**src/rtl/uart_pkg.sv**
```systemverilog
// Shared UART definitions used by the transmitter and the future receiver.
// Frame is 8N1: one start bit, DATA_BITS data bits LSB first, one stop bit.
package uart_pkg;
    typedef enum logic [1:0] {
        IDLE,
        START,
        DATA,
        STOP
    } uart_state_t;

    localparam int   DATA_BITS        = 8;
    localparam int   IDX_W            = $clog2(DATA_BITS);
    localparam logic IDLE_LEVEL       = 1'b1;
    localparam int   DEF_CLKS_PER_BIT = 868;
    localparam int   DEF_CNT_W        = 16;
endpackage

```
**src/rtl/uart_baud_cnt.sv**
```systemverilog
// Bit-period counter: counts 0..CLKS_PER_BIT-1 and ticks on the last count.
// Held at zero while i_clear is high, wraps to zero after every tick.
module uart_baud_cnt #(
    parameter int CLKS_PER_BIT = 868,
    parameter int CNT_W        = 16
) (
    input  logic clock,
    input  logic n_reset,
    input  logic i_clear,
    output logic o_tick
);
    localparam logic [CNT_W-1:0] LAST = CNT_W'(CLKS_PER_BIT - 1);

    logic [CNT_W-1:0] r_cnt;

    assign o_tick = (r_cnt == LAST);

    always_ff @(posedge clock or negedge n_reset) begin
        if (!n_reset) begin
            r_cnt <= '0;
        end else if (i_clear || o_tick) begin
            r_cnt <= '0;
        end else begin
            r_cnt <= r_cnt + CNT_W'(1);
        end
    end
endmodule

```
**src/rtl/uart_tx_trig.sv**
```systemverilog
// UART 8N1 transmitter launched by a single-cycle trigger, with a
// one-deep pending slot for triggers that arrive while a frame is in flight.
module uart_tx_trig
    import uart_pkg::*;
#(
    parameter int CLKS_PER_BIT = DEF_CLKS_PER_BIT,
    parameter int CNT_W        = DEF_CNT_W
) (
    input  logic                 clock,
    input  logic                 n_reset,
    input  logic                 i_trig_in,
    input  logic [DATA_BITS-1:0] i_tx_data,
    output logic                 o_tx_out,
    output logic                 o_busy,
    output logic                 o_done,
    output logic                 o_overrun
);
    uart_state_t r_state;
    uart_state_t w_next_state;

    logic [DATA_BITS-1:0] r_shift;
    logic [DATA_BITS-1:0] r_pend_data;
    logic [IDX_W-1:0]     r_bit_idx;
    logic                 r_pend;
    logic                 r_stop_end;
    logic                 r_tx;
    logic                 r_busy;
    logic                 r_done;
    logic                 r_overrun;

    logic w_tick;
    logic w_clear;
    logic w_stop_end;
    logic w_trig_busy;
    logic w_last_bit;
    logic w_line;

    assign w_clear     = (r_state == IDLE);
    assign w_stop_end  = (r_state == STOP) && w_tick;
    assign w_trig_busy = i_trig_in && (r_state != IDLE);
    assign w_last_bit  = (r_bit_idx == IDX_W'(DATA_BITS - 1));

    uart_baud_cnt #(
        .CLKS_PER_BIT(CLKS_PER_BIT),
        .CNT_W       (CNT_W)
    ) u_baud (
        .clock  (clock),
        .n_reset(n_reset),
        .i_clear(w_clear),
        .o_tick (w_tick)
    );

    always_comb begin
        w_next_state = r_state;
        unique case (r_state)
            IDLE: if (i_trig_in) w_next_state = START;
            START: if (w_tick) w_next_state = DATA;
            DATA: if (w_tick && w_last_bit) w_next_state = STOP;
            STOP: begin
                if (w_tick) begin
                    w_next_state = (r_pend || i_trig_in) ? START : IDLE;
                end
            end
            default: w_next_state = IDLE;
        endcase
    end

    always_comb begin
        w_line = IDLE_LEVEL;
        unique case (r_state)
            IDLE:    w_line = IDLE_LEVEL;
            START:   w_line = ~IDLE_LEVEL;
            DATA:    w_line = r_shift[r_bit_idx];
            STOP:    w_line = IDLE_LEVEL;
            default: w_line = IDLE_LEVEL;
        endcase
    end

    always_ff @(posedge clock or negedge n_reset) begin
        if (!n_reset) begin
            r_state <= IDLE;
        end else begin
            r_state <= w_next_state;
        end
    end

    always_ff @(posedge clock or negedge n_reset) begin
        if (!n_reset) begin
            r_shift     <= '0;
            r_pend_data <= '0;
            r_bit_idx   <= '0;
            r_pend      <= 1'b0;
            r_stop_end  <= 1'b0;
            r_tx        <= IDLE_LEVEL;
            r_busy      <= 1'b0;
            r_done      <= 1'b0;
            r_overrun   <= 1'b0;
        end else begin
            if (r_state != DATA) begin
                r_bit_idx <= '0;
            end else if (w_tick) begin
                r_bit_idx <= r_bit_idx + IDX_W'(1);
            end

            if (r_state == IDLE && i_trig_in) begin
                r_shift <= i_tx_data;
            end else if (w_stop_end) begin
                r_shift <= r_pend ? r_pend_data : i_tx_data;
            end

            // A trigger in the last stop cycle with nothing pending goes
            // straight to the shifter; with something pending it refills.
            if (w_stop_end) begin
                if (r_pend) begin
                    r_pend <= i_trig_in;
                    if (i_trig_in) r_pend_data <= i_tx_data;
                end
            end else if (w_trig_busy && !r_pend) begin
                r_pend      <= 1'b1;
                r_pend_data <= i_tx_data;
            end

            r_overrun  <= w_trig_busy && r_pend && !w_stop_end;
            r_stop_end <= w_stop_end;
            r_done     <= r_stop_end;
            r_tx       <= w_line;
            r_busy     <= (r_state != IDLE) || r_pend;
        end
    end

    assign o_tx_out  = r_tx;
    assign o_busy    = r_busy;
    assign o_done    = r_done;
    assign o_overrun = r_overrun;
endmodule

```
**config.mk**
```make
export PLATFORM = sky130hd
export DESIGN_NAME = uart_tx_trig
export DESIGN_NICKNAME = d
export VERILOG_FILES = /design/src/rtl/uart_pkg.sv /design/src/rtl/uart_baud_cnt.sv /design/src/rtl/uart_tx_trig.sv
export SDC_FILE = /design/constraint.sdc
export NUM_CORES = 1
export LEC_CHECK = 0
export CORE_ASPECT_RATIO = 2
export CORE_MARGIN = 5
export CORE_UTILIZATION = 61
export CTS_CLUSTER_SIZE = 40
export DETAILED_ROUTE_END_ITERATION = 10
export GPL_TIMING_DRIVEN = 0
export PLACE_DENSITY = 0.94
export SETUP_SLACK_MARGIN = 0.2
export SLEW_MARGIN = 20
export SYNTH_ARGS = -nofsm -noshare
export SYNTH_HDL_FRONTEND = slang
export SYNTH_SLANG_ARGS = --single-unit
```
**constraint.sdc**
```tcl
create_clock -name clock -period 3.71 [get_ports clock]
set_input_delay 0.5565 -clock clock [delete_from_list [all_inputs] [get_ports clock]]
set_output_delay 0.5565 -clock clock [all_outputs]
set_load 0.01 [all_outputs]
```
# == Word level (Yosys, flattened, before mapping) ==
# Cells that the tools add are included.
# op_classes
reduce_logical,20
eq_ne,12
n_addsub,2
order_cmp,1
n_mux,22
# op_table
operator,n
8-bit two-way mux,7
16-bit by 1-bit adder with 16-bit output (second input constant),1
16-bit by 10-bit == test with 1-bit output (second input constant),1
16-bit two-way mux,1
2-bit != test (second input constant),5
2-bit two-way mux,4
2-bit one-hot mux with 4 select lines,1
2-bit nonzero test,4
1-bit logical AND,7
3-bit two-way mux,2
1-bit two-way mux,5
2-bit == test (second input constant),2
3-bit by 4-bit < comparator with 1-bit output (second input constant),1
2-bit by 1-bit != test with 1-bit output (second input constant),2
4-bit AND reduction,1
3-bit by 1-bit adder with 3-bit output (second input constant),1
1-bit binary-select mux with 3-bit select,1
3-bit == test (second input constant),1
1-bit logical OR,3
1-bit one-hot mux with 3 select lines,1
3-bit AND reduction,1
2-bit by 1-bit == test with 1-bit output (second input constant),1
1-bit logical NOT,2
2-bit logical NOT,1
2-bit OR reduction,1
# totals
elab_cells,68
output_inout_bits,4
ff_bits,43
inputBits,11

# == Logic depth before layout (Yosys ltp) ==
# Gate-level depths: netlist of run 1.
# depth
word_depth,5
mapped_depth,8

# == Modules after synthesis ==
# From an unflattened synthesis of run 1, not the netlist that was laid out.
# unflattened
cells_unflattened,193
area_unflattened_um2,2218.4
# by_module_without_submodules
module,seq_area_each_um2,area_per_inst_um2,cells_per_inst,instances
uart_tx_trig,676.9,1313.8,109,1
uart_baud_cnt,400.4,904.6,84,1

# == Worst setup path before layout of run 1 ==
# No wires, ideal clock.
# synth_path
path_type,register to register
start,register u_baud.r_cnt[0]
end,register r_pend_data[2]
path_buffers,1
setup_slack_ns,1.797
setup_ns,0.123
path_stages_with_launch,8
t_arrival_ns,1.791
period_less_slack_ns,1.913
cell_sequence,dfrtp_1 -> ha_1 -> nor3b_1 -> and4_4 -> a211o_1 -> buf_4 -> o22a_1 -> o221a_2
# synth_via
elab_chain_cells,4
word_cells_on_any_way,7
# synth_rtl
item,line_no,text
start: declaration,uart_baud_cnt.sv:14,logic [CNT_W-1:0] r_cnt;
start signal: assignment,uart_baud_cnt.sv:24,r_cnt <= r_cnt + CNT_W'(1);
16-bit by 10-bit == test with 1-bit output *,uart_baud_cnt.sv:16,assign o_tick = (r_cnt == LAST);
1-bit logical AND *,uart_tx_trig.sv:39,assign w_stop_end = (r_state == STOP) && w_tick;
2-bit != test (no source line) / 2-bit nonzero test (equally long branches),-,
3-bit AND reduction (no source line),-,
end signal: assignment,uart_tx_trig.sv:116,if (i_trig_in) r_pend_data <= i_tx_data;
end signal: assignment,uart_tx_trig.sv:120,r_pend_data <= i_tx_data;
end: declaration,uart_tx_trig.sv:22,logic [DATA_BITS-1:0] r_pend_data;
# Mark *: on every way between the ends. The rest lies on a longest branch, timed or not.
# A chain may end at the register's enable or synchronous reset.

# == Worst setup path in the final report of run 1 ==
# layout_path
start,input i_trig_in
end,register r_pend_data[5]
# layout_via
elab_chain_cells,4
word_cells_on_any_way,5
# layout_rtl
item,line_no,text
start: declaration,uart_tx_trig.sv:11,"input logic i_trig_in,"
1-bit logical AND,uart_tx_trig.sv:40,assign w_trig_busy = i_trig_in && (r_state != IDLE);
1-bit logical AND,uart_tx_trig.sv:118,end else if (w_trig_busy && !r_pend) begin
2-bit nonzero test (no source line),-,
3-bit AND reduction (no source line) *,-,
# Marks and branches as above.

==> impl_metrics.ini, run 1 <==
[critical_path]
cp_top_family = buffers and inverters
cp_data_required_time_ns = 3.89
r2r_setup_slack_ns = 1.59
worst-path-stages = 6
crit-reg2reg-capture = r_state[1]
critPathKind = input pin to flop
startpoint_type = input pin
cp_num_buf_inv = 3
crit_path_cell_trace = clkdlybuf4s50_1, clkinv_1, a211o_1, buf_4, o22a_1, o221a_2
critPathLaunch = i_trig_in
cp_slowest_stage_delay_ns = 0.60
end_kind = flop
critPathMaxFanout = 10
crit_arrival_ns = 2.37
reg2reg_from = u_baud.r_cnt[0]
crit_path_top_delay_cell = clkdlybuf4s50_1
worst-r2r-cell-count = 7

[drt]
vias = 1804
antenna_left = 0
wl_per_cell_um = 17.2
drtIter0Drc = 59
drt_pass1_iterations = 4
drc = 0
vias_per_cell = 6.05
routed_wl_um = 5110

[clocking]
cts_setup_buffers = 0
h-tree-depth = 2
clk_pin_slew_worst_paths_ns = 0.07
cts_hold_buf = 0
clock_sink_count = 43
insertion_delay_ns = 0.29
cts_buffers = 5
cts_resized = 0
cts_root_buffer = clkbuf_8
cts.path.max_buffers = 2
cts_tree = built

[global_routing]
grt_pass1_vias = 1957
grt_usage_pct = 22.6
grt_pass1_wl_um = 8950
grt_max_degree = 34
antenna_found_initial = 0
grt-ovfl-total = 0

[sta]
relSlewSlack_pct = 52.5
setup_viol = 0
tns_ns = 0
hold_slack_ns = 0.129
grt_setup_unrepaired = false
fin_crit_ns = 2.19
fin_crit_sh_pct = 59.0
fin_worst_skew_ns = 0.00657
fmax_mhz = 457
worstMarginPinSlew_ns = 0.706
finalMaxSlewViolations = 0
final-hold-violation-count = 0

[layout]
regArea_um2 = 1080
mostFrequentLayoutCells = dfrtp_1 (42), nor2_1 (26), nand2_1 (18)
multiInputGateArea_um2 = 1140
final_nets = 269
diodes = 0
drive_above_1_share_pct = 13.7
fill_cells = 294
layout_commonest_cell = dfrtp_1
syn_to_final_growth_pct = 12.5
fin_area_um2 = 2610

[synth]
ys_ff_latch = 43
yosys_warnings = 0
synth_edf_count = 0
synthesis.nets = 247
netlist.area_leader.share_pct = 45.4
synth_ff_type = dfrtp_1
synth_area_um2 = 2320
synthCells = 228
avgSynthCellArea_um2 = 10.2
yosysTopAreaCell = dfrtp_1
synth_area_leaders = dfrtp_1 (45%), ha_1 (4.3%), nor2_1 (4.2%)
yosysSeqAreaShare_pct = 46.5
ys_types = 47
synthArstFlopShare_pct = 100

[die]
ios = 15
start_util_pct = 63.5
rows = 31
core-area_um2 = 3650
die_x_um = 53.6
chipHeight_um = 97.1
dieArea_um2 = 5200

[min_path]
hold_class = input pin to asynchronous set/reset pin

[pwr]
internal-power_uw = 613
clockPowerShare_pct = 34.6
leakage_uw = 0.00119
combPwrFrac_pct = 5.1
switching_share_pct = 21.5
p_total_uw = 781
power_per_cell_area_nw_per_um2 = 300
vdd_drop_max_v = 0.000307
seqPwrFrac_pct = 60.3
power.switching_uw = 168

[place]
hpwl_um = 3750
numPortBuffers = 14
dpl_cell_area_um2 = 2530
place.gp.congestion = 0.872

[status]
status = completed

[run]
maxCapViolCount = 0
## state kept, by name (all words and copies together), names as in the netlist
signal        count
r_pend            1
r_pend_data       8
u_baud.r_cnt     16
r_stop_end        1
o_busy            1
o_done            1
r_shift           8
o_overrun         1
r_state           2
r_bit_idx         3
o_tx_out          1
## cell usage after synthesis (2+ instances only)
cell type and number:
ha_1 8, nor2_1 26, a21boi_0 2, nand2_1 18, inv_1 8, mux2_2 2
nor4_1 5, clkinv_1 2, o22ai_1 4, a21oi_2 2, buf_2 4, a21o_1 4
or4_1 4, mux2i_1 7, mux4_2 2, xnor2_1 7, buf_4 2, clkbuf_1 2
a211oi_1 5, nand3_1 10, nor4_2 2, o22a_1 3, a21oi_1 10, nor3_1 4
o221a_2 3, o21ai_0 12, dfrtp_1 42, nand4_1 2, xor2_1 8
## per-stage QoR
step	setup slack (ns)	util, %	cells
after floorplan	1.80	-	228
after global placement	0.989	69.0	291
after detailed placement	1.26	69.5	292
after CTS	1.56	71.4	298
after global routing	1.39	71.4	298
final	1.52	71.4	298
## power groups by stage
stage	logic (uW)	registers, uW	clock network [uW]
5_1_grt	43.9	471	294
4_1_cts	40.1	471	276
3_3_place_gp	36.9	480	0
3_5_place_dp	39.8	480	0
6_report	39.8	471	270
2_1_floorplan	10.6	480	0
## cell type report
class | instances | share of cell area, %
Sequential cell | 43 | 41.4
Buffer | 10 | 2.26
Clock buffer | 6 | 2.79
Tap cell | 49 | 2.35
Inverter | 10 | 1.44
Multi-Input combinational cell | 165 | 43.9
Timing Repair Buffer | 15 | 5.96
## how the worst max path moves through the flow
stage,slack [ns],end
5_1_grt,1.39,r_state[1]
4_1_cts,1.56,r_pend_data[5]
3_5_place_dp,1.26,r_pend_data[5]
2_1_floorplan,1.80,r_pend_data[2]
3_3_place_gp,0.99,r_state[1]
6_report,1.52,r_pend_data[5]
## kinds of logic (layout without fill, tap and decap cells)
| logic type | count (synthesis) | count (layout) | synth area share, % |
|---|---|---|---|
| flip-flops | 43 | 43 | 46.5 |
| multiplexers | 12 | 12 | 6.59 |
| AO/OA/AOI/OAI | 51 | 51 | 15.4 |
| XOR/XNOR | 15 | 15 | 5.67 |
| buffers and inverters | 20 | 41 | 4.16 |
| adder cells (fa/ha/maj) | 8 | 8 | 4.32 |
| AND/OR/NAND/NOR | 79 | 79 | 17.3 |
## per-layer routing
layer / wire length, um / vias to the layer above / GRT usage [%] / share of wire (%)
met3: 166 / 8 / 3.69 / 3.2
met4: 101 / 0 / 10.0 / 2.0
li1: - / 858 / - / -
met2: 3020 / 58 / 41.2 / 59
met5: 0 / - / 0 / 0
met1: 1820 / 880 / 23.6 / 36
(Power assumes the default switching activity.)
==> inputs of run 2 (changes only) <==
--- a/config.mk
+++ b/config.mk
@@ -7,11 +7,11 @@
 export LEC_CHECK = 0
 export CORE_ASPECT_RATIO = 2
 export CORE_MARGIN = 5
-export CORE_UTILIZATION = 61
+export CORE_UTILIZATION = 58
 export CTS_CLUSTER_SIZE = 40
 export DETAILED_ROUTE_END_ITERATION = 10
 export GPL_TIMING_DRIVEN = 0
-export PLACE_DENSITY = 0.94
+export PLACE_DENSITY = 0.9
 export SETUP_SLACK_MARGIN = 0.2
 export SLEW_MARGIN = 20
 export SYNTH_ARGS = -nofsm -noshare
==> constraint.sdc (replaced) <==
create_clock -name clock -period 2.1 [get_ports clock]
set_input_delay 0.315 -clock clock [delete_from_list [all_inputs] [get_ports clock]]
set_output_delay 0.315 -clock clock [all_outputs]
set_load 0.01 [all_outputs]
==> impl_metrics.ini, run 2 (same netlist as run 1, synthesis figures left out) <==
[place]
hpwl_um = 3680
dpl_cell_area_um2 = 2540
numPortBuffers = 14
place.gp.congestion = 0.842

[drt]
drc = 0
drtIter0Drc = 52
antenna_left = 0
routed_wl_um = 5510
wl_per_cell_um = 17.3
vias = 1935
drt_pass1_iterations = 4
vias_per_cell = 6.07

[layout]
final_util_pct = 73.8
biggestRegsByFlops = u_baud.r_cnt x16, r_pend_data x8, r_shift x8
fill_cells = 271
largest_register = u_baud.r_cnt
regArea_um2 = 1080
final_nets = 286
multiInputGateArea_um2 = 1230
mostFrequentLayoutCells = dfrtp_1 (39), nor2_1 (26), buf_4 (18), nand2_1 (18), clkdlybuf4s50_1 (13)
syn_to_final_growth_pct = 23.8
diodes = 0
fin_area_um2 = 2870
drive_above_1_share_pct = 25.0
largest_reg_flops = 16
layout_commonest_cell = dfrtp_1

[pwr]
power_per_cell_area_nw_per_um2 = 492
vdd_drop_max_v = 0.000456
leakage_uw = 0.00131

[sta]
relSlewSlack_pct = 62.0
setup_viol = 0
fin_crit_sh_pct = 94.0
finalMaxSlewViolations = 0
tns_ns = 0
grt_setup_unrepaired = true
hold_slack_ns = 0.0102
fin_crit_ns = 1.97
fmax_mhz = 506
worstMarginPinSlew_ns = 0.570
fin_worst_skew_ns = 0.00797
final-hold-violation-count = 0

[critical_path]
r2r_setup_slack_ns = 0.13
crit_path_top_delay_cell = dfrtp_2
startpoint_type = flop
cp_data_required_time_ns = 2.25
worst-r2r-cell-count = 6
crit-reg2reg-capture = r_pend_data[3]
crit_arrival_ns = 2.13
critPathMaxFanout = 5
end_kind = flop
cp_slowest_stage_delay_ns = 0.43
crit_path_cell_trace = nor4_4, nand4_1, buf_6, or4_4, a21oi_1, a211oi_1
critPathKind = flop to flop
reg2reg_from = u_baud.r_cnt[4]

[global_routing]
grt_usage_pct = 22.3
grt_pass1_wl_um = 8960
grt_pass1_vias = 1997
antenna_found_initial = 0
grt-ovfl-total = 0
grt_max_degree = 24

[clocking]
h-tree-depth = 2
cts.path.max_buffers = 2
clock_sink_count = 43
clk_pin_slew_worst_paths_ns = 0.08
cts_buffers = 5
insertion_delay_ns = 0.30
cts_root_buffer = clkbuf_8
cts_tree = built
cts_hold_buf = 0

[die]
rows = 32
ios = 15
core-area_um2 = 3880
dieArea_um2 = 5430
start_util_pct = 59.6
chipHeight_um = 99.4
die_x_um = 54.7

[status]
status = completed

[run]
maxCapViolCount = 0

[min_path]
hold_class = input pin to asynchronous set/reset pin
run 2: stage by stage:
stage / total power, uW / setup slack (ns) / instances
floorplan: 867 / 0.227 / 228
global placement: 913 / -0.385 / 293
detailed placement: 919 / -0.108 / 294
CTS: 1420 / 0.194 / 311
global route: 1460 / 0.0346 / 319
finish: 1410 / 0.126 / 319
run 2: cell type report:
cell class,count,share of cell area (%)
clock buffer,7,2.66
multi-input combinational,165,42.8
inverter,10,1.48
buffer,10,2.66
tap,51,2.23
timing repair buffer,32,10.3
sequential,43,37.7
clock inverter,1,0.175
run 2: worst max-delay path, delay by kind of cell (launching register included):
family / cells / cell delay, ns
AO/OA/AOI/OAI: 2 / 0.21
AND/OR/NAND/NOR: 3 / 1.00
buffers and inverters: 1 / 0.19
flip-flops: 1 / 0.43
run 2: per-layer routing:
layer	part of all wire (%)	track usage, %
met1	34	22.1
met2	58	40.1
met3	3.4	4.35
met4	4.2	11.9
met5	0	0
run 2: worst max path at each step:
stage	startpoint	endpoint	cells past startpoint
floorplan	u_baud.r_cnt[0]	r_pend_data[2]	7
global placement	n_reset	r_state[1]	1
detailed placement	i_trig_in	r_pend_data[4]	6
CTS	u_baud.r_cnt[10]	r_state[1]	6
global route	u_baud.r_cnt[4]	r_pend_data[1]	6
finish	u_baud.r_cnt[4]	r_pend_data[3]	6
run 2: power by group:
part	switching, uW	total (uW)	internal (uW)	leakage, uW
Combinational	42.2	76.1	33.9	0.000703
Sequential	1.13	831	830	0.000560
Clock	271	504	234	0.0000422
Total	314	1410	1100	0.00131
run 2: what timing repair did:
item / CTS / global route
hold endpoints to repair: 0 / 0
endpoints found under the setup margin: 28 / 30
resized for setup: 9 / 20
setup buffers: 9 / 8
pin swaps: 6 / 8
